<file path="src/rtl/find_global_bkt_lvl_pipe.sv">
// rtl/find_global_bkt_lvl_pipe.sv - pipelined downward scan of the lvls-states BRAM for the highest free level
//
// Walks levels from a clamped start level down to a floor, issuing one BRAM
// read per cycle. The first returned entry with has_bkt=0 is the hit: its level
// and bin are reported and the entry is rewritten with has_bkt=1.
//
// Optional feature macro: FIND_BKT_SCAN_CNT_EN adds scan_cnt_o (entries examined).
//
// Ports:
//   clk, rst               clock, synchronous active-low reset
//   start_find             one-cycle start pulse, accepted only when idle
//   bkt_lvl_i, lvl_floor_i start level and floor level (both inclusive)
//   busy_o, apply_find_o   search in progress / BRAM port owned by this block
//   done_find, found_o     completion pulse and hit flag
//   bkt_lvl_o, bkt_bin_o   found level and its bin
//   ram_*_l_state_*        BRAM read/write port, entry = {bin_id, has_bkt}
//   scan_cnt_o             (FIND_BKT_SCAN_CNT_EN only) entries examined

module find_global_bkt_lvl_pipe #(
    parameter int WIDTH_LVL              = 16,
    parameter int WIDTH_BIN_ID           = 10,
    parameter int ADDR_WIDTH_LVLS_STATES = 9,
    parameter int RAM_RD_LAT             = 1,
    localparam int WIDTH_LVL_STATES      = WIDTH_BIN_ID + 1
) (
    input  logic                              clk,
    input  logic                              rst,
    input  logic                              start_find,
    input  logic [WIDTH_LVL-1:0]              bkt_lvl_i,
    input  logic [WIDTH_LVL-1:0]              lvl_floor_i,
    output logic                              busy_o,
    output logic                              apply_find_o,
    output logic                              done_find,
    output logic                              found_o,
    output logic [WIDTH_LVL-1:0]              bkt_lvl_o,
    output logic [WIDTH_BIN_ID-1:0]           bkt_bin_o,
    output logic                              ram_re_l_state_o,
    output logic                              ram_we_l_state_o,
    output logic [ADDR_WIDTH_LVLS_STATES-1:0] ram_addr_l_state_o,
    output logic [WIDTH_LVL_STATES-1:0]       ram_data_l_state_o,
    input  logic [WIDTH_LVL_STATES-1:0]       ram_data_l_state_i
`ifdef FIND_BKT_SCAN_CNT_EN
    ,
    output logic [WIDTH_LVL-1:0]              scan_cnt_o
`endif
);

    localparam logic [WIDTH_LVL-1:0] MAX_LVL = WIDTH_LVL'((1 << ADDR_WIDTH_LVLS_STATES) - 1);

    typedef enum logic [2:0] {
        S_IDLE,
        S_SCAN,
        S_DRAIN,
        S_WRITE,
        S_DONE
    } state_t;

    state_t                 state;
    logic [WIDTH_LVL-1:0]   issue_lvl;   // next level to read while scanning
    logic [WIDTH_LVL-1:0]   floor_lvl;
    logic [WIDTH_LVL-1:0]   rd_lvl;      // level of the read currently on the port

    // Read-tracking pipe: stage 0 captures the read on the port; the last stage
    // lines up with the cycle its data appears on ram_data_l_state_i.
    logic [RAM_RD_LAT-1:0]  pipe_vld;
    logic [WIDTH_LVL-1:0]   pipe_lvl [RAM_RD_LAT];

    logic                   ret_vld;
    logic                   ret_hit;
    logic                   pipe_empty;
    logic [WIDTH_LVL-1:0]   start_lvl;

    always_comb begin
        start_lvl  = (bkt_lvl_i > MAX_LVL) ? MAX_LVL : bkt_lvl_i;
        ret_vld    = pipe_vld[RAM_RD_LAT-1] && ((state == S_SCAN) || (state == S_DRAIN));
        ret_hit    = ret_vld && !ram_data_l_state_i[0];
        pipe_empty = (pipe_vld == '0) && !ram_re_l_state_o;
    end

    always_ff @(posedge clk) begin
        if (!rst) begin
            state              <= S_IDLE;
            issue_lvl          <= '0;
            floor_lvl          <= '0;
            rd_lvl             <= '0;
            pipe_vld           <= '0;
            for (int i = 0; i < RAM_RD_LAT; i++) begin
                pipe_lvl[i] <= '0;
            end
            busy_o             <= 1'b0;
            apply_find_o       <= 1'b0;
            done_find          <= 1'b0;
            found_o            <= 1'b0;
            bkt_lvl_o          <= '0;
            bkt_bin_o          <= '0;
            ram_re_l_state_o   <= 1'b0;
            ram_we_l_state_o   <= 1'b0;
            ram_addr_l_state_o <= '0;
            ram_data_l_state_o <= '0;
`ifdef FIND_BKT_SCAN_CNT_EN
            scan_cnt_o         <= '0;
`endif
        end else begin
            for (int i = 1; i < RAM_RD_LAT; i++) begin
                pipe_vld[i] <= pipe_vld[i-1];
                pipe_lvl[i] <= pipe_lvl[i-1];
            end
            pipe_vld[0] <= ram_re_l_state_o;
            pipe_lvl[0] <= rd_lvl;
            done_find   <= 1'b0;

`ifdef FIND_BKT_SCAN_CNT_EN
            if (ret_vld) begin
                scan_cnt_o <= scan_cnt_o + 1'b1;
            end
`endif

            if (ret_hit) begin
                // Descending issue order makes the first free return the highest
                // free level; later reads still in flight are discarded.
                pipe_vld           <= '0;
                ram_re_l_state_o   <= 1'b0;
                ram_we_l_state_o   <= 1'b1;
                ram_addr_l_state_o <= pipe_lvl[RAM_RD_LAT-1][ADDR_WIDTH_LVLS_STATES-1:0];
                ram_data_l_state_o <= {ram_data_l_state_i[WIDTH_LVL_STATES-1:1], 1'b1};
                bkt_lvl_o          <= pipe_lvl[RAM_RD_LAT-1];
                bkt_bin_o          <= ram_data_l_state_i[WIDTH_LVL_STATES-1:1];
                found_o            <= 1'b1;
                state              <= S_WRITE;
            end else begin
                case (state)
                    S_IDLE: begin
                        ram_re_l_state_o <= 1'b0;
                        ram_we_l_state_o <= 1'b0;
                        if (start_find) begin
                            busy_o    <= 1'b1;
                            found_o   <= 1'b0;
                            bkt_lvl_o <= '0;
                            bkt_bin_o <= '0;
                            floor_lvl <= lvl_floor_i;
`ifdef FIND_BKT_SCAN_CNT_EN
                            scan_cnt_o <= '0;
`endif
                            if (start_lvl < lvl_floor_i) begin
                                done_find <= 1'b1;
                                state     <= S_DONE;
                            end else begin
                                // First read goes out directly so it lands in cycle 1.
                                apply_find_o       <= 1'b1;
                                ram_re_l_state_o   <= 1'b1;
                                ram_addr_l_state_o <= start_lvl[ADDR_WIDTH_LVLS_STATES-1:0];
                                rd_lvl             <= start_lvl;
                                issue_lvl          <= start_lvl - 1'b1;
                                state              <= (start_lvl == lvl_floor_i) ? S_DRAIN : S_SCAN;
                            end
                        end
                    end
                    S_SCAN: begin
                        ram_re_l_state_o   <= 1'b1;
                        ram_addr_l_state_o <= issue_lvl[ADDR_WIDTH_LVLS_STATES-1:0];
                        rd_lvl             <= issue_lvl;
                        // Stop at the floor rather than decrementing, so floor 0 never wraps.
                        if (issue_lvl == floor_lvl) begin
                            state <= S_DRAIN;
                        end else begin
                            issue_lvl <= issue_lvl - 1'b1;
                        end
                    end
                    S_DRAIN: begin
                        ram_re_l_state_o <= 1'b0;
                        if (pipe_empty) begin
                            apply_find_o <= 1'b0;
                            done_find    <= 1'b1;
                            state        <= S_DONE;
                        end
                    end
                    S_WRITE: begin
                        ram_we_l_state_o <= 1'b0;
                        apply_find_o     <= 1'b0;
                        done_find        <= 1'b1;
                        state            <= S_DONE;
                    end
                    S_DONE: begin
                        busy_o <= 1'b0;
                        state  <= S_IDLE;
                    end
                    default: begin
                        state <= S_IDLE;
                    end
                endcase
            end
        end
    end

endmodule
</file>
<file path="config.mk">
export PLATFORM = sky130hd
export DESIGN_NAME = find_global_bkt_lvl_pipe
export DESIGN_NICKNAME = d
export VERILOG_FILES = /design/src/rtl/find_global_bkt_lvl_pipe.sv
export SDC_FILE = /design/constraint.sdc
export NUM_CORES = 1
export LEC_CHECK = 0
export CAP_MARGIN = 20
export CELL_PAD_IN_SITES_DETAIL_PLACEMENT = 1
export CELL_PAD_IN_SITES_GLOBAL_PLACEMENT = 2
export CORE_MARGIN = 4
export CORE_UTILIZATION = 31
export CTS_CLUSTER_SIZE = 16
export DETAILED_ROUTE_END_ITERATION = 7
export PLACE_DENSITY = 0.77
export SETUP_SLACK_MARGIN = 0.3
export SLEW_MARGIN = 20
export SYNTH_ARGS = -nofsm -noshare
export SYNTH_HDL_FRONTEND = slang
export SYNTH_SLANG_ARGS = --single-unit
</file>
<file path="constraint.sdc">
create_clock -name clk -period 4.75 [get_ports clk]
set_input_delay 0.95 -clock clk [delete_from_list [all_inputs] [get_ports clk]]
set_output_delay 0.95 -clock clk [all_outputs]
set_load 0.02 [all_outputs]
</file>
==> metrics.md, run 1 <==
| Metric | Value |
|---|---|
| Vias | 4756 |
| Via density | 4.96 |
| Routed Antenna Nets | 0 |
| Worst setup path category | input pin to flop |
| Crit path DAT | 4.42 ns |
| Final hold slack | 0.442 ns |
| Post-synthesis mux area share | 3.67% |
| Initial DRC Count | 188 |
| Setup crit start kind | input pin |
| Area leader, netlist | dfxtp_1 |
| RSZ-0062 raised after global routing | false |
| Gr ovfl total | 0 |
| Synth Cell Area | 5320 um2 |
| Clk sinks | 120 |
| HP Class | flop to flop |
| Slew Limit Fails | 0 |
| Worst slew pin tran | 0.885 ns |
| Hold-fix buffers at CTS | 0 |
| Share of cells above drive strength 1 | 10.6% |
| Fin. Hold Viols | 0 |
| Io pins | 98 |
| Root buf cell | clkbuf_16 |
| Avg Cell Area, Syn | 8.55 um2 |
| Postcts setup bufs | 0 |
| TritonRoute pass-1 iters | 4 |
| # setup viols final | 0 |
| Routed wire length | 16000 um |
| Initial core utilization | 31.8% |
| Pwr Density | 392 nW/um2 |
| First-pass GRT wire length | 26600 um |
| Final critical-path required period | 4.11 ns |
| Static Leak | 2.74 nW |
| Fin area | 7140 um2 |
| Yosys Warn Count | 0 |
| Seq cells post-synth | 120 |
| Number of port buffers | 97 |
| Mapped Cells | 622 |
| CP Capture Type | flop |
| Ranking of synthesized cells by area | dfxtp_1 (45%), nand2_1 (7.8%), a21oi_1 (6.8%) |
| Pwr Total | 2.80 mW |
| Initial antenna violation count | 0 |
| Worst vdd ir | 260 uV |
| Clock-pin slew on the worst setup and hold paths | 0.06 ns |
| Compound-Gate Fraction of Synth Area | 16.9% |
| Number of global-route vias before repair | 5100 |
| Unique masters post-synth | 59 |
| Relative slew slack | 40.9% |
| Post-CTS sizing | 0 |
| Synth Area in XOR/XNOR | 3.62% |
| Area Growth Syn to Fin | 34.3% |
| Post-DP Area | 6570 um2 |
| Status | finished, final reports clean |
| Sum Neg Setup Slack | 0 ns |
| Post-synth EDFFs | 0 |
| Row count | 47 |
| Die height | 139 um |
| Achievable frequency | 243 MHz |
| Largest family of logic cells by synthesized area | simple AND/OR/NAND/NOR gates |
| Register area | 2400 um2 |
| Synth Area in Adders | 4.00% |
| Dpl hpwl | 11800 um |
| ANT cells | 0 |
| CTS tree | yes |
| Nets@finish | 788 |
| Routability cong. | 0.823 |
| Fin crit share | 86.5% |
| Utilization after layout | 42.7% |
| Max H-tree Level | 4 |
| Post-synth ARST share | 0% |
| Post-synthesis sequential area ratio | 45.2% |
| Simple-gate portion of the synthesized area | 22.2% |
| Clk Latency, worst-skew pair | 0.42 ns |
| Core area | 16700 um2 |
| CP required | 5.06 ns |
| Maxcap violations | 0 |
| Wire per inst | 16.7 um |
| Max Root-Sink Buffers | 2 |
| Synth Flop Type | dfxtp_1 |
| DR DRC count | 0 |
| Die area | 19300 um2 |
| Die X | 139 um |
| Largest net degree at the start of global routing | 45 |
| CTS buffer count | 17 |
| All-layer global routing usage | 17.1% |
| Area of the multi-input gates | 2720 um2 |
| Crit Path Max Fanout | 15 |
| Post-synth top area share | 45.2% |
| Layout Skew | 0.00636 ns |
| Filler cell count in the final layout | 1965 |
[power breakdown]
part	total (mW)	switching, mW	internal [mW]
Sequential	1.13	0.0593	1.07
Clock	1.22	0.485	0.733
Combinational	0.449	0.247	0.202
[placed cells by master (no fill, tap or decap), types with 4 or more instances in the layout]
cell	Yosys	final
buf_4	1	17
a22o_1	12	12
mux2_2	4	4
inv_1	22	21
o21a_1	4	4
mux2i_1	15	15
nor4_1	5	4
nand3_1	19	19
or2_2	10	10
o21ai_0	15	15
nand4_1	9	9
a21oi_1	72	72
nand2_1	110	109
a221o_1	4	4
clkbuf_16	0	17
and2_1	17	17
clkinv_2	0	4
clkinv_4	0	4
dfxtp_1	120	120
and3_1	9	9
a211oi_1	4	4
nor2_1	37	37
ha_1	17	17
conb_1	1	7
clkdlybuf4s50_1	0	97
xnor2_1	19	19
nor3_1	9	9
[cells by family (layout without fill, tap and decap cells)]
logic type / count (synthesis) / in the layout
other: 1 / 7
adders and majority gates: 17 / 17
buffers and inverters: 58 / 168
xor gates and xnor gates: 22 / 22
muxes: 19 / 19
DFF: 120 / 120
and+or+nand+nor: 246 / 246
AOI/OAI and AO/OA: 139 / 139
[sequential cells by signal (all words and copies together) (netlist names)]
| signal | count |
|---|---|
| ram_data_l_state_o | 11 |
| pipe_lvl | 16 |
| rd_lvl | 16 |
| issue_lvl | 16 |
| done_find | 1 |
| apply_find_o | 1 |
| busy_o | 1 |
| found_o | 1 |
| ram_addr_l_state_o | 9 |
| floor_lvl | 16 |
| bkt_lvl_o | 16 |
| ram_re_l_state_o | 1 |
| pipe_vld | 1 |
| bkt_bin_o | 10 |
| state | 3 |
| ram_we_l_state_o | 1 |
[worst paths after layout]
| check | from | to | slack [ns] | cells past startpoint |
|---|---|---|---|---|
| min | pipe_lvl[0][15] | bkt_lvl_o[15] | 0.44 | 2 |
| max | bkt_lvl_i[11] | issue_lvl[7] | 0.64 | 12 |
| min reg2reg | pipe_lvl[0][15] | bkt_lvl_o[15] | 0.44 | 2 |
| max reg2reg | state[0] | issue_lvl[12] | 1.24 | 10 |
[cells in the mapped netlist (2+ instances only)]
| library cell | number |
|---|---|
| mux2i_1 | 15 |
| nor4_1 | 5 |
| or3_1 | 3 |
| ha_1 | 17 |
| nor2b_1 | 3 |
| or2_2 | 10 |
| a21oi_1 | 72 |
| nand4b_1 | 2 |
| clkbuf_1 | 27 |
| nor2_1 | 37 |
| nand2_1 | 110 |
| o2111ai_1 | 2 |
| a21o_1 | 2 |
| dfxtp_1 | 120 |
| a31oi_1 | 3 |
| o21ai_1 | 3 |
| nand3_1 | 19 |
| nand4_1 | 9 |
| and2_1 | 17 |
| o21a_1 | 4 |
| o21ai_0 | 15 |
| mux2_2 | 4 |
| nor3_1 | 9 |
| o31ai_1 | 2 |
| or4_1 | 2 |
| and3_1 | 9 |
| a211oi_1 | 4 |
| a2111o_1 | 2 |
| xor2_1 | 3 |
| inv_1 | 22 |
| o211ai_2 | 3 |
| xnor2_1 | 19 |
| a22o_1 | 12 |
| buf_2 | 7 |
| or3b_1 | 2 |
| a221o_1 | 4 |
[metrics by stage]
stage / worst slack [ns] / cells
after floorplan: 0.788 / 628
after global placement: 0.327 / 926
after global routing: 0.455 / 958
after CTS: 0.626 / 958
after detailed placement: 0.173 / 926
final: 0.642 / 958
[critical path, cell delays in order]
cell	delay (ns)
clkdlybuf4s50_1	0.41
nor4_2	0.33
nand2_1	0.16
or2_2	0.34
ha_1	0.31
nand4_1	0.13
or4_4	0.45
a21o_1	0.21
a31oi_4	0.22
o211ai_2	0.25
buf_4	0.30
o311a_1	0.35
[layout make-up]
cell class              count  area share (%)
flip-flops and latches    120            33.7
clock buffers              18            6.15
clock inverters            14            1.75
inverters                  22            1.16
well taps                 220            3.86
repair buffers            114            15.4
multi-input cells         450            38.0
[metal layers]
metal  vias up  global-route usage (%)  wire, um
li1       2364                       -         -
met1      2252                    21.1      7300
met2       117                    28.6      7690
met3        23                    4.31       753
met4         0                    6.64       266
met5         -                       0         0
Note: power is estimated with default switching activity, not from simulation.
==> inputs of run 2 (changes only) <==
--- a/config.mk
+++ b/config.mk
@@ -10,7 +10,7 @@
 export CELL_PAD_IN_SITES_GLOBAL_PLACEMENT = 2
 export CORE_MARGIN = 4
 export CORE_UTILIZATION = 31
-export CTS_CLUSTER_SIZE = 16
+export CTS_CLUSTER_SIZE = 14
 export DETAILED_ROUTE_END_ITERATION = 7
 export PLACE_DENSITY = 0.77
 export SETUP_SLACK_MARGIN = 0.3
==> results of run 2 <==
No change in the layout: final DEF, timing and power equal those of run 1.
